$ cat config.mk
export PLATFORM = sky130hd
export DESIGN_NAME = conv_mac_accumulator
export DESIGN_NICKNAME = d
export VERILOG_FILES = /design/src/rtl/cnn_pkg.sv /design/src/rtl/zp_mult.sv /design/src/rtl/conv_mac_accumulator.sv
export SDC_FILE = /design/constraint.sdc
export NUM_CORES = 1
export LEC_CHECK = 0
export BUFFER_PORTS_ARGS = -buffer_cell sky130_fd_sc_hd__clkbuf_2
export CAP_MARGIN = 20
export CORE_MARGIN = 10
export CORE_UTILIZATION = 60
export CTS_BUF_LIST = sky130_fd_sc_hd__clkbuf_8
export DETAILED_ROUTE_END_ITERATION = 8
export GPL_TIMING_DRIVEN = 1
export HOLD_SLACK_MARGIN = 0.03
export PLACE_DENSITY_LB_ADDON = 0.05
export SLEW_MARGIN = 20
export SYNTH_ARGS = -nofsm -noshare
export SYNTH_HDL_FRONTEND = slang
export SYNTH_HIERARCHICAL = 1
export SYNTH_SLANG_ARGS = --single-unit
$ cat constraint.sdc
create_clock -name clk -period 17.9 [get_ports clk]
set_clock_uncertainty 0.2 [all_clocks]
set_input_delay 4.475 -clock clk [delete_from_list [all_inputs] [get_ports clk]]
set_output_delay 4.475 -clock clk [all_outputs]
set_load 0.005 [all_outputs]
$ cat src/rtl/cnn_pkg.sv
// cnn_pkg: shared constants and FSM state encoding for the conv MAC / requantizer path
package cnn_pkg;
  localparam int ACC_W   = 64;
  localparam int INT8_W  = 8;
  localparam int UINT8_W = 8;
  localparam int PROD_W  = 18;
  typedef enum logic [1:0] {
    IDLE  = 2'd0,
    ACCUM = 2'd1,
    DRAIN = 2'd2,
    DONE  = 2'd3
  } state_e;
endpackage

$ cat src/rtl/zp_mult.sv
// zp_mult: zero-point removal plus 9x9 signed multiply with a registered product
//   clk, rst(active-low async) | en_i: capture a product | x_i/w_i: activation/weight
//   xz_i/wz_i: zero-points | prod_o: registered dx*dw | prod_v_o: prod_o is fresh this cycle
module zp_mult
  import cnn_pkg::*;
(
  input  logic                     clk,
  input  logic                     rst,
  input  logic                     en_i,
  input  logic [UINT8_W-1:0]       x_i,
  input  logic [INT8_W-1:0]        w_i,
  input  logic [UINT8_W-1:0]       xz_i,
  input  logic [INT8_W-1:0]        wz_i,
  output logic signed [PROD_W-1:0] prod_o,
  output logic                     prod_v_o
);
  logic signed [8:0]        dx, dw;
  logic signed [PROD_W-1:0] prod_d, prod_q;
  logic                     prod_v_q;
  assign dx     = $signed({1'b0, x_i} - {1'b0, xz_i});
  assign dw     = $signed({w_i[7], w_i} - {wz_i[7], wz_i});
  assign prod_d = dx * dw;
  always_ff @(posedge clk or negedge rst)
    if (!rst) begin
      prod_q   <= '0;
      prod_v_q <= 1'b0;
    end else begin
      prod_v_q <= en_i;
      if (en_i) prod_q <= prod_d;
    end
  assign prod_o   = prod_q;
  assign prod_v_o = prod_v_q;
endmodule

$ cat src/rtl/conv_mac_accumulator.sv
// conv_mac_accumulator: accumulates one kernel window of zero-point-corrected products onto a bias
//   clk, rst(active-low async) | start, bias, x_zero, w_zero: open a window (IDLE only)
//   in_valid/in_ready, x_in, w_in: tap stream | acc_out/out_valid/out_ready: held result
//   busy: any state other than IDLE
module conv_mac_accumulator
  import cnn_pkg::*;
#(
  parameter int N_TAPS = 9,
  parameter int CNT_W  = 8
) (
  input  logic               clk,
  input  logic               rst,
  input  logic               start,
  input  logic [31:0]        bias,
  input  logic [UINT8_W-1:0] x_zero,
  input  logic [INT8_W-1:0]  w_zero,
  input  logic               in_valid,
  output logic               in_ready,
  input  logic [UINT8_W-1:0] x_in,
  input  logic [INT8_W-1:0]  w_in,
  output logic [ACC_W-1:0]   acc_out,
  output logic               out_valid,
  input  logic               out_ready,
  output logic               busy
);
  state_e                   state_d, state_q;
  logic [CNT_W-1:0]         cnt_d, cnt_q;
  logic [ACC_W-1:0]         acc_d, acc_q, out_d, out_q;
  logic [UINT8_W-1:0]       xz_d, xz_q;
  logic [INT8_W-1:0]        wz_d, wz_q;
  logic signed [PROD_W-1:0] prod;
  logic                     prod_v, beat;
  assign in_ready  = state_q == ACCUM;
  assign out_valid = state_q == DONE;
  assign busy      = state_q != IDLE;
  assign acc_out   = out_q;
  assign beat      = in_valid & in_ready;
  zp_mult u_zp_mult (
    .clk      (clk),
    .rst      (rst),
    .en_i     (beat),
    .x_i      (x_in),
    .w_i      (w_in),
    .xz_i     (xz_q),
    .wz_i     (wz_q),
    .prod_o   (prod),
    .prod_v_o (prod_v)
  );
  // Stage 2 adds whatever product stage 1 registered last cycle; in DRAIN this is the final tap,
  // so the hold register captures the completed sum on the way into DONE.
  always_comb begin
    state_d = state_q;
    cnt_d   = cnt_q;
    xz_d    = xz_q;
    wz_d    = wz_q;
    out_d   = out_q;
    acc_d   = prod_v ? acc_q + {{(ACC_W-PROD_W){prod[PROD_W-1]}}, prod} : acc_q;
    case (state_q)
      IDLE: if (start) begin
        state_d = ACCUM;
        acc_d   = {{(ACC_W-32){bias[31]}}, bias};
        cnt_d   = '0;
        xz_d    = x_zero;
        wz_d    = w_zero;
      end
      ACCUM: if (beat) begin
        cnt_d = cnt_q + 1'b1;
        if (cnt_q == CNT_W'(N_TAPS - 1)) state_d = DRAIN;
      end
      DRAIN: begin
        state_d = DONE;
        out_d   = acc_d;
      end
      DONE: if (out_ready) state_d = IDLE;
      default: state_d = IDLE;
    endcase
  end
  always_ff @(posedge clk or negedge rst)
    if (!rst) begin
      state_q <= IDLE;
      cnt_q   <= '0;
      acc_q   <= '0;
      out_q   <= '0;
      xz_q    <= '0;
      wz_q    <= '0;
    end else begin
      state_q <= state_d;
      cnt_q   <= cnt_d;
      acc_q   <= acc_d;
      out_q   <= out_d;
      xz_q    <= xz_d;
      wz_q    <= wz_d;
    end
endmodule

==> flow_summary.yaml <==
status:
  run_status: "finished clean"
clocking:
  cts_buffers: 17
  postCtsSetupRepairBufs: 0
  clock_latency_ns: 0.50
  postCtsHoldBufs: 0
  cts_buffer_depth: 2
  postCtsResizedCells: 0
  cts_tree: "done"
  clkSinkCount: 173
  path_clk_slew_ns: 0.11
  cts_max_level: 4
  cts_root_buf: "clkbuf_8"
synthesis:
  synth_edf_count: 0
  synth-main-ff-cell: "dfrtp_1"
  syn_area_sq_mm: 0.0153
  synth_fp_nets: 2003
  syn_area_per_cell_sq_um: 8.79
  async_reset_ff_share_pct: 100
  synthCells: 1737
  synth_cell_types: 91
  synth-seq-cells: 173
  ys_warn_count: 6
  synth-seq-area-share_pct: 28.3
layout:
  n_fill_cell: 2198
  antenna_cells: 0
  design_area_sq_mm: 0.0165
  seqCellArea_sq_mm: 0.00433
  layout_commonest_cell: "a21oi_1"
  layout-drive-gt1-share_pct: 13.2
  instances_no_fill: 2161
  final_cell_mix: "a21oi_1 (196), dfrtp_1 (171), nor2_1 (166)"
  final_nets: 2084
  multi_input_area_sq_mm: 0.0100
  final_util_pct: 65.6
  syn_to_final_growth_pct: 7.81
grt:
  first_global_vias: 13039
  grt_pass1_wl_um: 65300
  grt_usage_pct: 23.8
  antenna_found_initial: 0
  grt-ovfl-total: 0
  grt_max_degree: 95
setup_path:
  max_stage_delay_ns: 0.54
  cp-start-kind: "input port"
  critPathLaunch: "x_in[0]"
  cp_common_cell: "fa_1"
  cp-end-kind: "register"
  r2r-start: "xz_q[1]"
  cp.arrival_ns: 10.41
  required_ns: 18.09
  slowest_stage: "fa_1"
  worstSetupPathType: "input port to register"
  path_max_fanout: 9
floorplanning:
  die_height_um: 180
  coreArea_sq_mm: 0.0251
  start_util_pct: 60.8
  pin_count: 136
  num_rows: 58
  chipWidth_um: 180
  die_area_sq_mm: 0.0322
place:
  gp_congestion: 0.923
  place_area_sq_mm: 0.0160
  dp_hpwl_um: 29800
  placed_cells: 2129
  io_buffers: 135
hold_path:
  min_path_type: "register to register"
  hp-start: "xz_q[7]"
sta:
  worstMarginPinSlew_ns: 0.941
  fin_crit_ns: 10.22
  slew_violations: 0
  setup_violations: 0
  timing.fmax_mhz: 97.8
  finalSetupTns_ns: 0
  max-slew-margin-rel_pct: 36.8
  rsz0062_at_grt: "false"
  hold_viol: 0
  min_period_over_period_pct: 57.1
routing:
  routed-via-count: 12877
  vias_per_cell: 5.96
  drt-total-wl_um: 38800
  drc: 0
  drt_iter0_markers: 923
  avgRoutedWirePerCell_um: 17.9
  dr.pass1.iters: 7
  antenna_left: 0
job:
  maxCapViolations: 0
==> sequential cells by signal, indices dropped and copies added, names as in the netlist <==
| signal | flops |
|---|---|
| u_zp_mult/prod_v_o | 1 |
| state_q | 2 |
| wz_q | 8 |
| acc_out | 64 |
| cnt_q | 8 |
| acc_q | 64 |
| u_zp_mult/prod_o | 18 |
| xz_q | 8 |
==> final timing paths <==
kind	depth (start not counted)	slack (ns)	end
setup / recovery	25	7.68	u_zp_mult/prod_o[15]
hold / removal	2	0.29	xz_q[7]
setup reg to reg	22	11.40	u_zp_mult/prod_o[15]
hold reg to reg	2	0.29	xz_q[7]
max in group asynchronous	2	12.39	acc_out[41]
min in group asynchronous	1	3.82	acc_out[21]
==> per-layer routing <==
| layer | GRT usage (%) | wire length, um | vias up |
|---|---|---|---|
| li1 | - | - | 6253 |
| met1 | 30.7 | 17000 | 6273 |
| met2 | 41.0 | 19400 | 299 |
| met3 | 3.09 | 1630 | 52 |
| met4 | 6.75 | 726 | 0 |
| met5 | 0 | 0 | - |
==> kinds of logic (layout without fill, tap and decap cells) <==
| logic type | count (synthesis) | count (layout) | synth area share (%) |
|---|---|---|---|
| buffers and inverters | 211 | 305 | 6.11 |
| AND/OR/NAND/NOR | 573 | 573 | 18.1 |
| XOR/XNOR | 78 | 78 | 4.52 |
| AO/OA/AOI/OAI | 444 | 444 | 19.0 |
| multiplexers | 61 | 61 | 4.18 |
| adder cells (fa/ha/maj) | 197 | 197 | 19.8 |
| flip-flops | 173 | 173 | 28.3 |
==> cells in the mapped netlist (7+ instances only) <==
cell type | n | area [sq um]
clkbuf_1 | 46 | 173
buf_6 | 7 | 78.8
a31oi_1 | 19 | 119
xor2_1 | 31 | 272
ha_1 | 123 | 1540
o21a_1 | 18 | 135
nand4_1 | 35 | 219
nand3_1 | 45 | 225
buf_1 | 7 | 26.3
dfrtp_1 | 173 | 4330
inv_1 | 130 | 488
a21oi_1 | 196 | 981
fa_1 | 74 | 1480
o21bai_1 | 19 | 143
nor2b_1 | 18 | 113
nor4b_1 | 9 | 78.8
xnor2_1 | 46 | 403
nand2_1 | 161 | 604
mux2i_1 | 45 | 450
a21oi_2 | 9 | 78.8
and2_1 | 24 | 150
and3_1 | 13 | 81.3
nor2_1 | 167 | 627
or3_1 | 13 | 81.3
nor4_1 | 9 | 56.3
o21ai_1 | 9 | 45.0
mux2_2 | 14 | 158
nor3_1 | 36 | 180
o211ai_1 | 10 | 75.1
o21ai_0 | 59 | 295
a21o_1 | 34 | 255
nand2b_1 | 17 | 106
==> through the flow <==
stage                     setup slack (ns)  hold WS, ns
after floorplan                       7.66        0.246
after global placement                7.27        0.259
after detailed placement              7.17        0.263
after CTS                             7.69        0.292
after global routing                  7.38        0.323
final                                 7.68        0.289
==> layout make-up <==
cell class / count / share of cell area, %
clock buffers: 17 / 1.42
clock inverters: 15 / 1.32
inverters: 130 / 2.96
multi-input cells: 1353 / 60.9
flip-flops and latches: 173 / 26.3
well taps: 330 / 2.51
repair buffers: 143 / 4.53
==> critical path, delay by kind of cell <==
| kind | cells | cell delay [ns] |
|---|---|---|
| AOI/OAI and AO/OA | 7 | 1.53 |
| xor gates and xnor gates | 2 | 0.35 |
| adders and majority gates | 8 | 3.28 |
| buffers and inverters | 6 | 0.36 |
| muxes | 1 | 0.25 |
| and+or+nand+nor | 1 | 0.18 |
Power is not shown: default switching activity piles up to over one toggle a cycle in this logic, so the estimate is an artifact.
